--- config.mk ---
export PLATFORM = sky130hd
export DESIGN_NAME = imem_boot_loader_flat
export DESIGN_NICKNAME = d
export VERILOG_FILES = /design/src/rtl/imem_boot_loader_if.sv /design/src/rtl/imem_boot_loader.sv /design/src/flat_wrapper.sv
export SDC_FILE = /design/constraint.sdc
export NUM_CORES = 1
export LEC_CHECK = 0
export ABC_AREA = 1
export BUFFER_PORTS_ARGS = -buffer_cell sky130_fd_sc_hd__buf_2
export CORE_MARGIN = 8
export CORE_UTILIZATION = 45
export CTS_CLUSTER_DIAMETER = 200
export DETAILED_ROUTE_END_ITERATION = 6
export PLACE_DENSITY = 0.72
export SYNTH_ARGS = -nofsm -noshare
export SYNTH_HDL_FRONTEND = slang
export SYNTH_SLANG_ARGS = --single-unit
--- constraint.sdc ---
create_clock -name clk -period 4.9 [get_ports clk]
set_clock_uncertainty 0.1 [all_clocks]
set_input_delay 0.245 -clock clk [delete_from_list [all_inputs] [get_ports clk]]
set_output_delay 0.245 -clock clk [all_outputs]
set_load 0.01 [all_outputs]
--- src/rtl/imem_boot_loader_if.sv ---
// Word-stream handshake and instruction-memory byte write port of the boot loader.
// slave = loader side, master = host / memory side.
interface imem_boot_loader_if #(
  parameter int unsigned ADDR_W = 32
);
  logic [31:0]       word_in;
  logic              word_valid;
  logic              word_last;
  logic              word_ready;
  logic              mem_we;
  logic [ADDR_W-1:0] mem_addr;
  logic [7:0]        mem_wdata;

  modport master (
    output word_in, word_valid, word_last,
    input  word_ready, mem_we, mem_addr, mem_wdata
  );

  modport slave (
    input  word_in, word_valid, word_last,
    output word_ready, mem_we, mem_addr, mem_wdata
  );
endinterface

--- src/rtl/imem_boot_loader.sv ---
// Boot loader: accepts 32-bit words, writes each as four big-endian bytes into
// instruction memory, then releases the CPU pipeline.
module imem_boot_loader #(
  parameter int unsigned MEM_BYTES = 48,
  parameter int unsigned ADDR_W    = 32
) (
  input  logic                clk,
  input  logic                reset,
  input  logic                start,
  imem_boot_loader_if.slave   bus,
  output logic                cpu_hold,
  output logic                done,
  output logic                error
);

  // Pointer must be able to hold MEM_BYTES itself to detect the full condition.
  localparam int unsigned PTR_W = $clog2(MEM_BYTES + 1);

  typedef enum logic [2:0] {IDLE, ACCEPT, WRITE, DONE, ERR} state_t;

  state_t           state_q, state_d;
  logic [31:0]      word_q, word_d;
  logic             last_q, last_d;
  logic [1:0]       idx_q, idx_d;
  logic [PTR_W-1:0] ptr_q, ptr_d;
  logic [PTR_W-1:0] ptr_inc;
  logic [7:0]       byte_d;

  always_ff @(posedge clk) begin
    if (reset) begin
      state_q <= IDLE;
      word_q  <= '0;
      last_q  <= 1'b0;
      idx_q   <= 2'd0;
      ptr_q   <= '0;
    end else begin
      state_q <= state_d;
      word_q  <= word_d;
      last_q  <= last_d;
      idx_q   <= idx_d;
      ptr_q   <= ptr_d;
    end
  end

  always_comb begin
    state_d = state_q;
    word_d  = word_q;
    last_d  = last_q;
    idx_d   = idx_q;
    ptr_d   = ptr_q;
    ptr_inc = ptr_q + PTR_W'(4);
    byte_d  = 8'd0;

    case (state_q)
      IDLE, DONE, ERR: begin
        if (start) begin
          state_d = ACCEPT;
          ptr_d   = '0;
        end
      end
      ACCEPT: begin
        if (bus.word_valid && bus.word_ready) begin
          word_d  = bus.word_in;
          last_d  = bus.word_last;
          idx_d   = 2'd0;
          state_d = WRITE;
        end
      end
      WRITE: begin
        idx_d = idx_q + 2'd1;
        if (idx_q == 2'd3) begin
          ptr_d = ptr_inc;
          // A last word landing in the final slot completes rather than overflows.
          if (last_q) begin
            state_d = DONE;
          end else if (ptr_inc == PTR_W'(MEM_BYTES)) begin
            state_d = ERR;
          end else begin
            state_d = ACCEPT;
          end
        end
      end
      default: state_d = IDLE;
    endcase

    case (idx_d)
      2'd0:    byte_d = word_d[31:24];
      2'd1:    byte_d = word_d[23:16];
      2'd2:    byte_d = word_d[15:8];
      default: byte_d = word_d[7:0];
    endcase
  end

  // Outputs are registered decodes of the next state so they align with state_q.
  always_ff @(posedge clk) begin
    if (reset) begin
      bus.word_ready <= 1'b0;
      bus.mem_we     <= 1'b0;
      bus.mem_addr   <= '0;
      bus.mem_wdata  <= '0;
      cpu_hold       <= 1'b1;
      done           <= 1'b0;
      error          <= 1'b0;
    end else begin
      bus.word_ready <= (state_d == ACCEPT);
      bus.mem_we     <= (state_d == WRITE);
      bus.mem_addr   <= (state_d == WRITE) ? ADDR_W'(ptr_d + PTR_W'(idx_d)) : '0;
      bus.mem_wdata  <= (state_d == WRITE) ? byte_d : 8'd0;
      cpu_hold       <= (state_d != DONE);
      done           <= (state_d == DONE);
      error          <= (state_d == ERR);
    end
  end

endmodule

--- src/flat_wrapper.sv ---
// flat-port wrapper written by rule: the top's interface ports become plain ports
module imem_boot_loader_flat 
#(
  parameter int unsigned MEM_BYTES = 48,
  parameter int unsigned ADDR_W    = 32
)
  (clk, reset, start, cpu_hold, done, error, bus_word_in, bus_word_valid, bus_word_last, bus_word_ready, bus_mem_we, bus_mem_addr, bus_mem_wdata);
  imem_boot_loader_if #(.ADDR_W(ADDR_W)) bus_i ();
  input  logic clk;
  input  logic reset;
  input  logic start;
  output logic cpu_hold;
  output logic done;
  output logic error;
  input wire logic [$bits(bus_i.word_in)-1:0] bus_word_in;
  input wire logic [$bits(bus_i.word_valid)-1:0] bus_word_valid;
  input wire logic [$bits(bus_i.word_last)-1:0] bus_word_last;
  output wire logic [$bits(bus_i.word_ready)-1:0] bus_word_ready;
  output wire logic [$bits(bus_i.mem_we)-1:0] bus_mem_we;
  output wire logic [$bits(bus_i.mem_addr)-1:0] bus_mem_addr;
  output wire logic [$bits(bus_i.mem_wdata)-1:0] bus_mem_wdata;
  assign bus_i.word_in = bus_word_in;
  assign bus_i.word_valid = bus_word_valid;
  assign bus_i.word_last = bus_word_last;
  assign bus_word_ready = bus_i.word_ready;
  assign bus_mem_we = bus_i.mem_we;
  assign bus_mem_addr = bus_i.mem_addr;
  assign bus_mem_wdata = bus_i.mem_wdata;
  imem_boot_loader #(.MEM_BYTES(MEM_BYTES), .ADDR_W(ADDR_W)) u_core (.clk(clk), .reset(reset), .start(start), .bus(bus_i), .cpu_hold(cpu_hold), .done(done), .error(error));
endmodule
==> impl_metrics.toml, run 1 <==
[outcome]
outcome = "completed"

[cts]
clock_sinks = 64
clock-root-buffer = "clkbuf_8"
postCtsSetupBuffers = 0
cts_buffers = 9
ctsHoldBuffers = 0
htreeDepth = 3
path_clk_slew_ns = 0.07
clock_latency_ns = 0.34
cts_tree = "built"
clockBufferDepth = 2
cts-resized-gates = 0

[place]
dp.cells = 552
place_area_um2 = 3261
port_buffers = 56
place.detailed.hpwl_mm = 5.233
gp_congestion = 0.8300

[synthesis]
synthAdderAreaFrac_pct = 2.686
syn_area_um2 = 3074
synth-seq-cells = 64
synthXorXnorAreaFrac_pct = 0.2849
synth_compound_area_share_pct = 6.634
synth_warnings = 0
syn_inst = 432
ys_seq_area_share_pct = 41.68
synth_top_family_by_area = "simple AND/OR/NAND/NOR gates"
avgSynthCellArea_um2 = 7.116
synth_edf_count = 0
yosys.area_share.simple_pct = 31.91
ys.flop_type = "dfxtp_1"
synth.area.mux_share_pct = 2.605
synthArstFlopShare_pct = 0
yosysUniqueCellTypes = 27

[critical_path]
timing.critical_path.to_type = "flip-flop"
crit_required_ns = 5.04
crit_arrival_ns = 2.64
cp_max_fo = 11
critPathLaunchType = "flip-flop"
critPathKind = "reg2reg"

[final_layout]
area_growth_pct = 12.94
fin_util_pct = 51.68
antenna_cells = 0
fillCellCount = 680
nets = 526
final_cell_mix = "nand2_1 (130), nor2_1 (65), dfxtp_1 (64), buf_2 (56), inv_1 (31)"
layout_commonest_cell = "nand2_1"
fin_cells = 568
stdcell_area_um2 = 3472
drive_gt1_share_pct = 19.06

[timing]
period_minus_slack_ns = 2.494
relSlewSlack_pct = 37.63
worstMarginPinSlew_ns = 0.9333
rsz0062_at_grt = "no"
post-route-period-util_pct = 50.89
maxSlewViolCount = 0
final_hold_viol_count = 0
hold_slack_ns = 0.05529
finalSetupTns_ns = 0
setup_violations = 0
fmax_mhz = 401.0

[routing]
route.vias.total = 2659
drtAntennaViolNets = 0
first_pass_iters = 4
drt-wirelength-per-cell_um = 12.44
vias_per_cell = 4.681
wl_mm = 7.066
dr.first_iter.drc_count = 121
route.detailed.drc = 0

[worst_hold_path]
min_path_type = "in2reg"

[floorplan]
start_util_pct = 45.75
rows = 30
die_h_um = 98.66
die-area_um2 = 9733
die_w_um = 98.66
coreArea_um2 = 6719
io_pins = 82

[global_routing]
antenna_found_initial = 0
grt_max_degree = 44
first_global_vias = 2722
grt_use_total_pct = 15.21
grt_overflow = 0
grt_pass1_wl_mm = 11.99

[pwr]
power_density_nw_per_um2 = 319.8
seqPwrFrac_pct = 48.0
combinationalPowerShare_pct = 8.0
p_sw_share_pct = 24.16
p_leak_nw = 1.673
p_sw_uw = 268.3
pwr-share-clk_pct = 44.0
ir_drop_mv = 0.2859
internal-power_uw = 842.0

[job]
maxCapViolCount = 0
-- synth_stat cells (2+ instances only) --
cell type	instances	area share, %
clkbuf_1	4	0.49
a21oi_1	28	4.6
nor2_2	3	0.61
nand4_1	3	0.61
dfxtp_1	64	42
nor2_4	3	1.1
inv_1	31	3.8
nor3_1	2	0.33
buf_2	4	0.65
nand3_1	18	2.9
nand3_2	4	1.3
buf_4	28	6.8
nand2_1	130	16
nor2_1	66	8.1
buf_6	4	1.5
inv_2	6	0.73
o21ai_1	2	0.33
o21ai_0	9	1.5
ha_1	5	2.0
or2_2	3	0.61
nand3b_1	2	0.49
mux2i_1	8	2.6
-- layout make-up --
class,count,area [um^2],area share (%)
clock buffers,10,127.6,3.676
clock inverters,6,83.83,2.414
multi-input cells,314,1453,41.84
flip-flops and latches,64,1281,36.90
inverters,37,138.9,4.000
repair buffers,57,287.8,8.288
well taps,80,100.1,2.883
-- kinds of logic (layout without fill, tap and decap cells) --
| group | count (synthesis) | in the layout |
|---|---|---|
| AOI/OAI and AO/OA | 40 | 40 |
| adders and majority gates | 6 | 6 |
| DFF | 64 | 64 |
| buffers and inverters | 78 | 110 |
| muxes | 8 | 8 |
| and+or+nand+nor | 234 | 234 |
| other | 1 | 25 |
| xor gates and xnor gates | 1 | 1 |
-- stage by stage --
stage / power [mW] / setup WS (ns)
6_report: 1.110 / 2.406
5_1_grt: 1.157 / 2.131
3_3_place_gp: 0.6312 / 2.471
2_1_floorplan: 0.6211 / 2.728
3_5_place_dp: 0.6328 / 2.407
4_1_cts: 1.116 / 2.394
-- metal layers --
metal	share of wire, %	GRT usage, %	wire length [um]	vias to the layer above
met5	0	0	0	-
met4	3.1	8.028	219	0
met3	6.3	6.202	445	19
met2	50	25.85	3500	76
met1	41	15.77	2901	1173
li1	-	-	-	1391
-- final timing paths --
check        slack (ns)              start  cells after the start                      to
min reg2reg        0.37    u_core.ptr_q[0]                      2         u_core.ptr_q[0]
max                2.41  u_core.state_q[1]                     11  u_core.bus.mem_addr[4]
max reg2reg        2.41  u_core.state_q[1]                     11  u_core.bus.mem_addr[4]
min                0.06      bus_word_last                      3           u_core.last_q
-- worst max-delay path, stage by stage, from the launching register on --
cell	delay, ns
dfxtp_1	0.47
nand3_2	0.18
inv_2	0.14
nand2_1	0.08
nand3_2	0.25
inv_2	0.19
fa_1	0.47
nand3b_1	0.19
nor2_1	0.14
nand2_1	0.08
nand2_1	0.06
nor2_1	0.03
-- power by group through the flow --
| stage | logic [mW] | registers (mW) | clock network (mW) |
|---|---|---|---|
| 2_1_floorplan | 0.0762 | 0.545 | 0 |
| 3_3_place_gp | 0.0864 | 0.545 | 0 |
| 3_5_place_dp | 0.0875 | 0.545 | 0 |
| 4_1_cts | 0.0879 | 0.533 | 0.495 |
| 5_1_grt | 0.100 | 0.534 | 0.523 |
| 6_report | 0.0884 | 0.533 | 0.489 |
-- registers in the layout, indices dropped and copies added, names as in the netlist, 2 cells and up --
register	flops
u_core.bus.mem_addr	7
u_core.bus.mem_wdata	8
u_core.idx_q	2
u_core.ptr_q	6
u_core.state_q	3
u_core.word_q	32
No activity file was read; power rests on OpenSTA's default activity.
==> inputs of run 2 (changes only) <==
PLACE_DENSITY = 0.75   (was 0.72)
clock period = 2.1 ns   (was 4.9 ns; I/O delays follow)
==> run 2 against run 1 <==
The flow now finishes with violations (design-rule violations, negative setup slack). Hold slack improved by 0.30 ns. Register-to-register slack got worse by 2.4 ns. Largest power group unchanged. First-iteration DRC count rose by 21%. Clock power increased by 91%. Global-route usage is 1.0 points higher. Design area grew 17%. Total power grew 120%. Setup slack worse by 2.4 ns.
==> impl_metrics.toml, run 2 (synthesized netlist as in run 1, its figures left out) <==
[job]
maxCapViolCount = 0

[timing]
rsz0062_at_grt = "yes"
setup_violations = 1
final_hold_viol_count = 0
post-route-period-util_pct = 100.9
maxSlewViolCount = 0
fmax_mhz = 472.1
period_minus_slack_ns = 2.118
hold_slack_ns = 0.3595
final.setup.worst_slack_ns = -0.01800

[place]
gp_congestion = 0.9317
place_area_um2 = 3376
port_buffers = 56
place.detailed.hpwl_mm = 5.272

[floorplan]
die_w_um = 98.66
io_pins = 82
start_util_pct = 45.75
die-area_um2 = 9733
die_h_um = 98.66
coreArea_um2 = 6719
rows = 30

[routing]
vias_per_cell = 4.650
first_pass_iters = 6
drtAntennaViolNets = 0
wl_mm = 7.561
drt-wirelength-per-cell_um = 12.16
dr.first_iter.drc_count = 147
route.vias.total = 2892
route.detailed.drc = 1

[cts]
clock_sinks = 64
clock_latency_ns = 0.34
htreeDepth = 3
cts_tree = "built"
cts_buffers = 9
clockBufferDepth = 2
clock-root-buffer = "clkbuf_8"
path_clk_slew_ns = 0.07

[global_routing]
grt_overflow = 0
first_global_vias = 2876
grt_pass1_wl_mm = 12.82
antenna_found_initial = 0
grt_use_total_pct = 16.22
grt_max_degree = 43

[worst_hold_path]
min_path_type = "in2reg"

[critical_path]
critPathKind = "reg2reg"
r2r_slack_ns = -0.02
critPathLaunchType = "flip-flop"
crit_required_ns = 2.23
cp_max_fo = 4
timing.critical_path.to_type = "flip-flop"
crit_arrival_ns = 2.25

[final_layout]
fillCellCount = 589
top_register = "u_core.word_q"
antenna_cells = 0
reg_top3 = "u_core.word_q x32, u_core.bus.mem_wdata x8, u_core.bus.mem_addr x7"
area_growth_pct = 32.36
drive_gt1_share_pct = 23.62
final_cell_mix = "nand2_1 (127), nor2_1 (62), dfxtp_1 (61), buf_2 (56), dlygate4sd3_1 (36)"
nets = 581
fin_util_pct = 60.56
layout_commonest_cell = "nand2_1"
stdcell_area_um2 = 4069
largest_reg_flops = 32

[outcome]
outcome = "complete, but fails checks"
violations = "design-rule violations, negative setup slack"

[pwr]
power_density_nw_per_um2 = 609.0
ir_drop_mv = 0.3867
p_leak_nw = 1.924
[run 2: cell types whose count changed in the layout (fill, tap and decap cells not counted), sizes merged]
cell and delta:
bufinv -2, buf +19, clkinvlp +1, clkbuf +2, dlygate4sd3 +36, clkinv -2
[run 2: path summary, 6_finish.rpt]
check / to / cells after the start / startpoint
setup reg to reg: u_core.bus.mem_addr[4] / 14 / u_core.state_q[1]
hold / removal: u_core.word_q[30] / 6 / bus_word_valid
setup / recovery: u_core.bus.mem_addr[4] / 14 / u_core.state_q[1]
hold reg to reg: u_core.word_q[25] / 2 / u_core.word_q[25]
[run 2: final cells by class]
cell class	instances	area (um^2)	area share [%]
Multi-Input combinational cell	314	1535	37.73
Sequential cell	64	1292	31.77
Timing Repair Buffer	112	819.5	20.14
Clock buffer	12	155.1	3.813
Inverter	37	148.9	3.659
Tap cell	80	100.1	2.460
Clock inverter	3	17.52	0.4305
[run 2: metal layers]
metal  vias up  share of wire, %  GRT usage, %  wire (um)
li1       1500                 -             -          -
met1      1290                39         16.69       2931
met2        91                52         29.09       3942
met3        11               7.4         6.413        562
met4         0               1.7         5.785        125
met5         -                 0             0          0
[run 2: worst max-delay path, stage by stage, from the launching register on]
cell and delay, ns:
dfxtp_4 0.39, inv_4 0.05, nand2_2 0.05, o21ai_2 0.05
nand2_1 0.11, inv_2 0.08, nor2_4 0.12, ha_4 0.14
inv_2 0.04, fa_2 0.38, nand3b_1 0.19, nor2_2 0.13
nand2_1 0.07, nand2_1 0.06, nor2_1 0.03
[run 2: power by group]
group | switching [mW] | total [mW] | internal (mW)
logic | 0.163 | 0.299 | 0.135
clock network | 0.453 | 0.935 | 0.483
registers | 0.0111 | 1.24 | 1.23
[run 2: repair_timing]
action / CTS / global route
pin swaps: 1 / 11
endpoints found under the setup margin: 2 / 8
resized for setup: 4 / 23
hold buffers: 36 / 0
hold endpoints to repair: 36 / 0
setup buffers: 1 / 7
[run 2: stage by stage]
stage | total power [mW] | instances | setup TNS [ns] | setup WS [ns]
2_1_floorplan | 1.451 | 456 | 0 | 0.006937
3_3_place_gp | 1.489 | 563 | 0 | 0.02384
3_5_place_dp | 1.493 | 563 | -0.08073 | -0.06413
4_1_cts | 2.477 | 615 | 0 | 0.01153
5_1_grt | 2.581 | 622 | -0.3263 | -0.1909
6_report | 2.478 | 622 | -0.01800 | -0.01800
